`src/rtl/stream_burst_write_master.sv`:
```
// Stream sink: buffers valid-strobed samples and writes them to memory as Avalon-MM bursts.
// First avm_write rises 2 cycles after the sample completing a burst; the stream has no backpressure, so samples are dropped when the FIFO is full and overflow is flagged.
module stream_burst_write_master #(
    parameter int                DATA_W     = 16,
    parameter int                ADDR_W     = 32,
    parameter logic [ADDR_W-1:0] BASE_ADDR  = 32'h0000_0000,
    parameter int                LENGTH     = 1024,
    parameter int                BURST_LEN  = 8,
    parameter int                FIFO_DEPTH = 32
) (
    input  logic                         clk,
    input  logic                         reset,
    input  logic [DATA_W-1:0]            d_in,
    input  logic                         v,
    input  logic                         start,
    output logic                         busy,
    output logic                         done,
    output logic                         overflow,
    output logic [ADDR_W-1:0]            avm_address,
    output logic                         avm_write,
    output logic [DATA_W-1:0]            avm_writedata,
    output logic [DATA_W/8-1:0]          avm_byteenable,
    output logic [$clog2(BURST_LEN):0]   avm_burstcount,
    input  logic                         avm_waitrequest
);

    localparam int PTR_W = $clog2(FIFO_DEPTH);
    localparam int CNT_W = $clog2(LENGTH + 1);
    localparam int BC_W  = $clog2(BURST_LEN) + 1;
    localparam int BYTES = DATA_W / 8;

    typedef enum logic [1:0] {IDLE, ARMED, BURST, DONE} state_t;

    state_t state, state_nxt;

    logic [DATA_W-1:0] mem [FIFO_DEPTH];
    logic [PTR_W-1:0]  wr_ptr, rd_ptr;
    logic [PTR_W:0]    fifo_count;
    logic [CNT_W-1:0]  captured, remaining;
    logic [ADDR_W-1:0] addr;
    logic [BC_W-1:0]   beats_left;
    logic [BC_W-1:0]   burst_need;

    logic fifo_full, capturing, push, drop, beat_ok, last_beat, burst_ready, accept_start;

    always_comb begin
        fifo_full    = (fifo_count == (PTR_W+1)'(FIFO_DEPTH));
        accept_start = start && ((state == IDLE) || (state == DONE));
        capturing    = ((state == ARMED) || (state == BURST)) && (captured != CNT_W'(LENGTH));
        push         = capturing && v && !fifo_full;
        drop         = capturing && v && fifo_full;
        beat_ok      = avm_write && !avm_waitrequest;
        last_beat    = beat_ok && (beats_left == BC_W'(1));
        burst_need   = (int'(remaining) >= BURST_LEN) ? BC_W'(BURST_LEN) : BC_W'(remaining);
        burst_ready  = (fifo_count >= (PTR_W+1)'(burst_need));
    end

    always_ff @(posedge clk or posedge reset) begin
        if (reset) state <= IDLE;
        else       state <= state_nxt;
    end

    always_comb begin
        state_nxt = state;
        case (state)
            IDLE, DONE: if (start)       state_nxt = ARMED;
            ARMED:      if (burst_ready) state_nxt = BURST;
            BURST:      if (last_beat)   state_nxt = (remaining == CNT_W'(1)) ? DONE : ARMED;
            default:                     state_nxt = IDLE;
        endcase
    end

    assign busy           = (state == ARMED) || (state == BURST);
    assign done           = (state == DONE);
    // Head of FIFO is presented directly, so the next beat follows an accepted one with no bubble.
    assign avm_writedata  = avm_write ? mem[rd_ptr] : '0;
    assign avm_byteenable = avm_write ? '1 : '0;

    always_ff @(posedge clk) begin
        if (push) mem[wr_ptr] <= d_in;
    end

    always_ff @(posedge clk or posedge reset) begin
        if (reset) begin
            wr_ptr         <= '0;
            rd_ptr         <= '0;
            fifo_count     <= '0;
            captured       <= '0;
            remaining      <= '0;
            addr           <= '0;
            beats_left     <= '0;
            overflow       <= 1'b0;
            avm_write      <= 1'b0;
            avm_address    <= '0;
            avm_burstcount <= '0;
        end else begin
            if (push)    wr_ptr <= wr_ptr + PTR_W'(1);
            if (beat_ok) rd_ptr <= rd_ptr + PTR_W'(1);
            case ({push, beat_ok})
                2'b10:   fifo_count <= fifo_count + (PTR_W+1)'(1);
                2'b01:   fifo_count <= fifo_count - (PTR_W+1)'(1);
                default: fifo_count <= fifo_count;
            endcase

            if (accept_start) begin
                overflow  <= 1'b0;
                captured  <= '0;
                remaining <= CNT_W'(LENGTH);
                addr      <= BASE_ADDR;
            end else begin
                if (drop)    overflow  <= 1'b1;
                if (push)    captured  <= captured + CNT_W'(1);
                if (beat_ok) remaining <= remaining - CNT_W'(1);
            end

            if ((state == ARMED) && burst_ready) begin
                avm_write      <= 1'b1;
                avm_address    <= addr;
                avm_burstcount <= burst_need;
                beats_left     <= burst_need;
            end

            if (beat_ok) begin
                beats_left <= beats_left - BC_W'(1);
                if (last_beat) begin
                    avm_write <= 1'b0;
                    addr      <= addr + ADDR_W'(avm_burstcount) * ADDR_W'(BYTES);
                end
            end
        end
    end

endmodule

```
`config.mk`:
```
export PLATFORM = sky130hd
export DESIGN_NAME = stream_burst_write_master
export DESIGN_NICKNAME = d
export VERILOG_FILES = /design/src/rtl/stream_burst_write_master.sv
export SDC_FILE = /design/constraint.sdc
export NUM_CORES = 1
export LEC_CHECK = 0
export ABC_AREA = 1
export CAP_MARGIN = 0
export CORE_MARGIN = 1
export CORE_UTILIZATION = 50
export CTS_BUF_LIST = sky130_fd_sc_hd__clkbuf_8
export CTS_CLUSTER_SIZE = 8
export DETAILED_ROUTE_END_ITERATION = 7
export GPL_TIMING_DRIVEN = 1
export PLACE_DENSITY_LB_ADDON = 0.25
export SYNTH_ARGS = -nofsm -noshare
export SYNTH_HDL_FRONTEND = slang
export SYNTH_SLANG_ARGS = --single-unit
```
`constraint.sdc`:
```
create_clock -name clk -period 5.3 [get_ports clk]
set_input_delay 0.795 -clock clk [delete_from_list [all_inputs] [get_ports clk]]
set_output_delay 0.795 -clock clk [all_outputs]
set_load 0.1 [all_outputs]
```
==> impl_metrics.ini <==
[run_status]
status = completed

[critical_path]
path_delay_family = buffers and inverters
rrSetupSlack_ns = 1.79
worst_path_most_repeated_cell = nand2_1
critical_path_class = register to output pin
end_kind = output pin
ff2ff_path_depth = 7
slowest_delay_ns = 0.51
cp.required_ns = 4.51
critPathMaxFanout = 105
timing.rr.end = mem[16][14]
crit_chain = inv_6 -> buf_12 -> nand2_1 -> nand2_1 -> nand2_1 -> nand3_1 -> nand3_1 -> nand2_1 -> nand2_1 -> nor2_1 -> buf_4
cp-start-kind = register
slowest_stage = dfrtp_4
rr_startpoint = state[0]
crit_buf_inv = 3
arrival_ns = 3.47

[yosys]
ys_async_sr_fraction = 0.1821
netlist_top_cells_area = edfxtp_1 (56%), nand2_1 (12%), dfrtp_1 (10%)
syn_area_um2 = 27540
synth_edf_count = 512
yosys_warnings = 0
synth_top_area_cell = edfxtp_1
synth.yosys.seq_area_share = 0.6619
netlist.area_leader.share = 0.5583
syn_nets = 2818
synth_flop_cell = edfxtp_1
synthDistinctLibCells = 35
ys_seq_elements = 626
syn_inst = 2768
synth_area_per_cell_um2 = 9.949

[cts]
cts_resized = 0
ctsHoldBuffers = 0
clockBufferDepth = 3
htree_num_levels = 3
cts_tree = built
cts-root-buf = clkbuf_8
cts_sinks = 626
numCtsBuffers = 101
clk_transition_reported_paths_ns = 0.06
cts_setup_buffers = 0
clk_latency_ns = 0.70

[place]
io_buffers = 78
dpl.hpwl_um = 40090
dpl_cell_area_um2 = 29030
place.gp.congestion = 0.8776

[global_route]
grt_pass1_wl_um = 107800
grt_max_degree = 184
grt-busiest-layer = met2
grt_pass1_vias = 19180
met1_usage = 0.3348
overflow = 0
antenna_found_initial = 0
met3_usage = 0.04290
track_usage = 0.2516
use_met2 = 0.4131

[timing]
final-setup-viol-count = 0
fin_crit_sh = 0.8045
layout_min_cycle_time_ns = 4.264
max_slew_margin = 0.1374
fin_tns_setup_ns = 0
fmax_mhz = 234.5
drv_slew = 0
rsz0062_at_grt = no
skew_ns = 0.04820
tightest_slew_ns = 1.289
finalHoldViolations = 0

[layout]
n_antenna_cell = 0
final_cell_area_um2 = 30970
nFillCells = 4591
multi_input_area_um2 = 7968
layout.nets = 2934
drive_above_1_share = 0.07801
layout.area.seq_um2 = 18240
syn_to_final_growth_pct = 12.45

[floorplan]
die_width_um = 236.7
die_y_um = 236.7
dieArea_um2 = 56020
fp-row-count = 85
core-area_um2 = 54130
start_util = 0.5087
ios = 79

[worst_hold_path]
hold-path-cell-count = 1
min_from = remaining[6]
min_to = remaining[6]
hp-class = register to register

[routing]
routed_wl_um = 69690
vias_per_cell = 5.380
vias = 19680
wl_per_cell_um = 19.06
antenna_left = 0
remaining_drc_errors = 0
dr.pass1.iters = 7
drt-initial-drc-count = 2019

[power_and_ir_drop]
power_density_nw_per_um2 = 529.8
peakVddDrop_mv = 0.6642
p_leak_nw = 12.54

[flow_run]
max_cap_viol_count = 0
==> area by class of cell <==
| type | instances | share of cell area |
|---|---|---|
| flip-flops and latches | 626 | 0.5888 |
| multi-input cells | 1830 | 0.2573 |
| inverters | 184 | 0.02262 |
| clock inverters | 64 | 0.01095 |
| repair buffers | 141 | 0.04064 |
| clock buffers | 116 | 0.05155 |
| well taps | 696 | 0.02812 |
==> per-stage QoR <==
step | cells | power, mW | utilization | hold WS, ns | setup WS, ns
5_1_grt | 3657 | 17.29 | 0.5721 | 0.5097 | 0.8643
2_1_floorplan | 2768 | 10.74 | - | 0.4479 | 1.489
3_3_place_gp | 3477 | 12.36 | 0.5363 | 0.4647 | 1.380
3_5_place_dp | 3477 | 12.48 | 0.5363 | 0.4641 | 1.297
4_1_cts | 3657 | 16.46 | 0.5721 | 0.4855 | 0.9960
6_report | 3657 | 16.41 | 0.5721 | 0.4814 | 1.036
==> cell usage in the layout (no fill, tap or decap), types with 3 or more instances in the layout <==
| cell | count |
|---|---|
| nand2_1 | 860 |
| edfxtp_1 | 512 |
| nor2_1 | 406 |
| nand3_1 | 281 |
| inv_1 | 215 |
| o21ai_0 | 160 |
| clkbuf_8 | 116 |
| dfrtp_1 | 111 |
| buf_4 | 75 |
| clkdlybuf4s50_1 | 61 |
| a21oi_1 | 30 |
| ha_1 | 27 |
| xor2_1 | 20 |
| clkinv_1 | 14 |
| nor3_1 | 10 |
| nand4_1 | 7 |
| clkinv_2 | 7 |
| or2_2 | 4 |
| buf_12 | 4 |
| nand3b_1 | 3 |
| nor3_2 | 3 |
==> per-layer routing <==
layer / vias up / part of all wire
met3: 111 / 0.079
li1: 9388 / -
met5: - / 0
met1: 9400 / 0.41
met2: 777 / 0.48
met4: 0 / 0.030
==> report_power, final <==
group | switching, mW | total [mW] | internal, mW
clock | 1.89 | 3.98 | 2.09
combinational | 4.95 | 6.58 | 1.63
sequential | 0.232 | 5.85 | 5.61
total | 7.07 | 16.4 | 9.33
==> state kept, by name, summed over array words and instances, names as in the netlist, 4 cells and up <==
signal          count
avm_address        32
avm_burstcount      4
rd_ptr              5
mem               512
addr               32
wr_ptr              5
remaining          11
fifo_count          6
captured           11
beats_left          4
==> synth_stat cells, types with 2 or more instances <==
cell and instances:
buf_2 54, clkinv_1 3, o211ai_1 2, nand3b_1 3, inv_2 4, buf_1 13
a31oi_1 2, fa_1 2, nand4_1 7, xnor2_1 2, dfrtp_1 114, edfxtp_1 512
buf_4 10, buf_6 10, o21ai_0 160, nand2_1 861, nor3_1 13, nor2_1 406
inv_1 177, or2_2 4, nor2_4 2, xor2_1 20, nand3_1 281, ha_1 27
a21oi_1 30, clkbuf_1 40
==> logic make-up (layout without fill, tap and decap cells) <==
group	Yosys count	count (layout)	synth area share
simple gates	1580	1580	0.2311
buf+inv	312	505	0.04948
xor+xnor	22	22	0.006997
flops	626	626	0.6619
fa+ha+maj	29	29	0.01372
compound gates	199	199	0.03689
==> worst register-to-register path, stage by stage (launching register included) <==
cell	delay, ns
dfrtp_1	0.40
inv_1	0.06
ha_1	0.34
nor2_1	0.20
nand3_2	0.40
inv_1	0.43
nand2_1	0.26
nor2_1	1.02
==> worst max-delay path by stage <==
stage / startpoint / to / slack [ns] / cells after the start
after detailed placement: v / mem[16][14] / 1.30 / 7
after CTS: rd_ptr[1] / avm_writedata[14] / 1.0 / 9
final: rd_ptr[0] / avm_writedata[14] / 1.04 / 11
after global placement: v / mem[16][3] / 1.38 / 7
after floorplan: reset / addr[0] / 1.49 / 1
after global routing: rd_ptr[0] / avm_writedata[10] / 0.86 / 11
No activity file was read; power rests on OpenSTA's default activity.
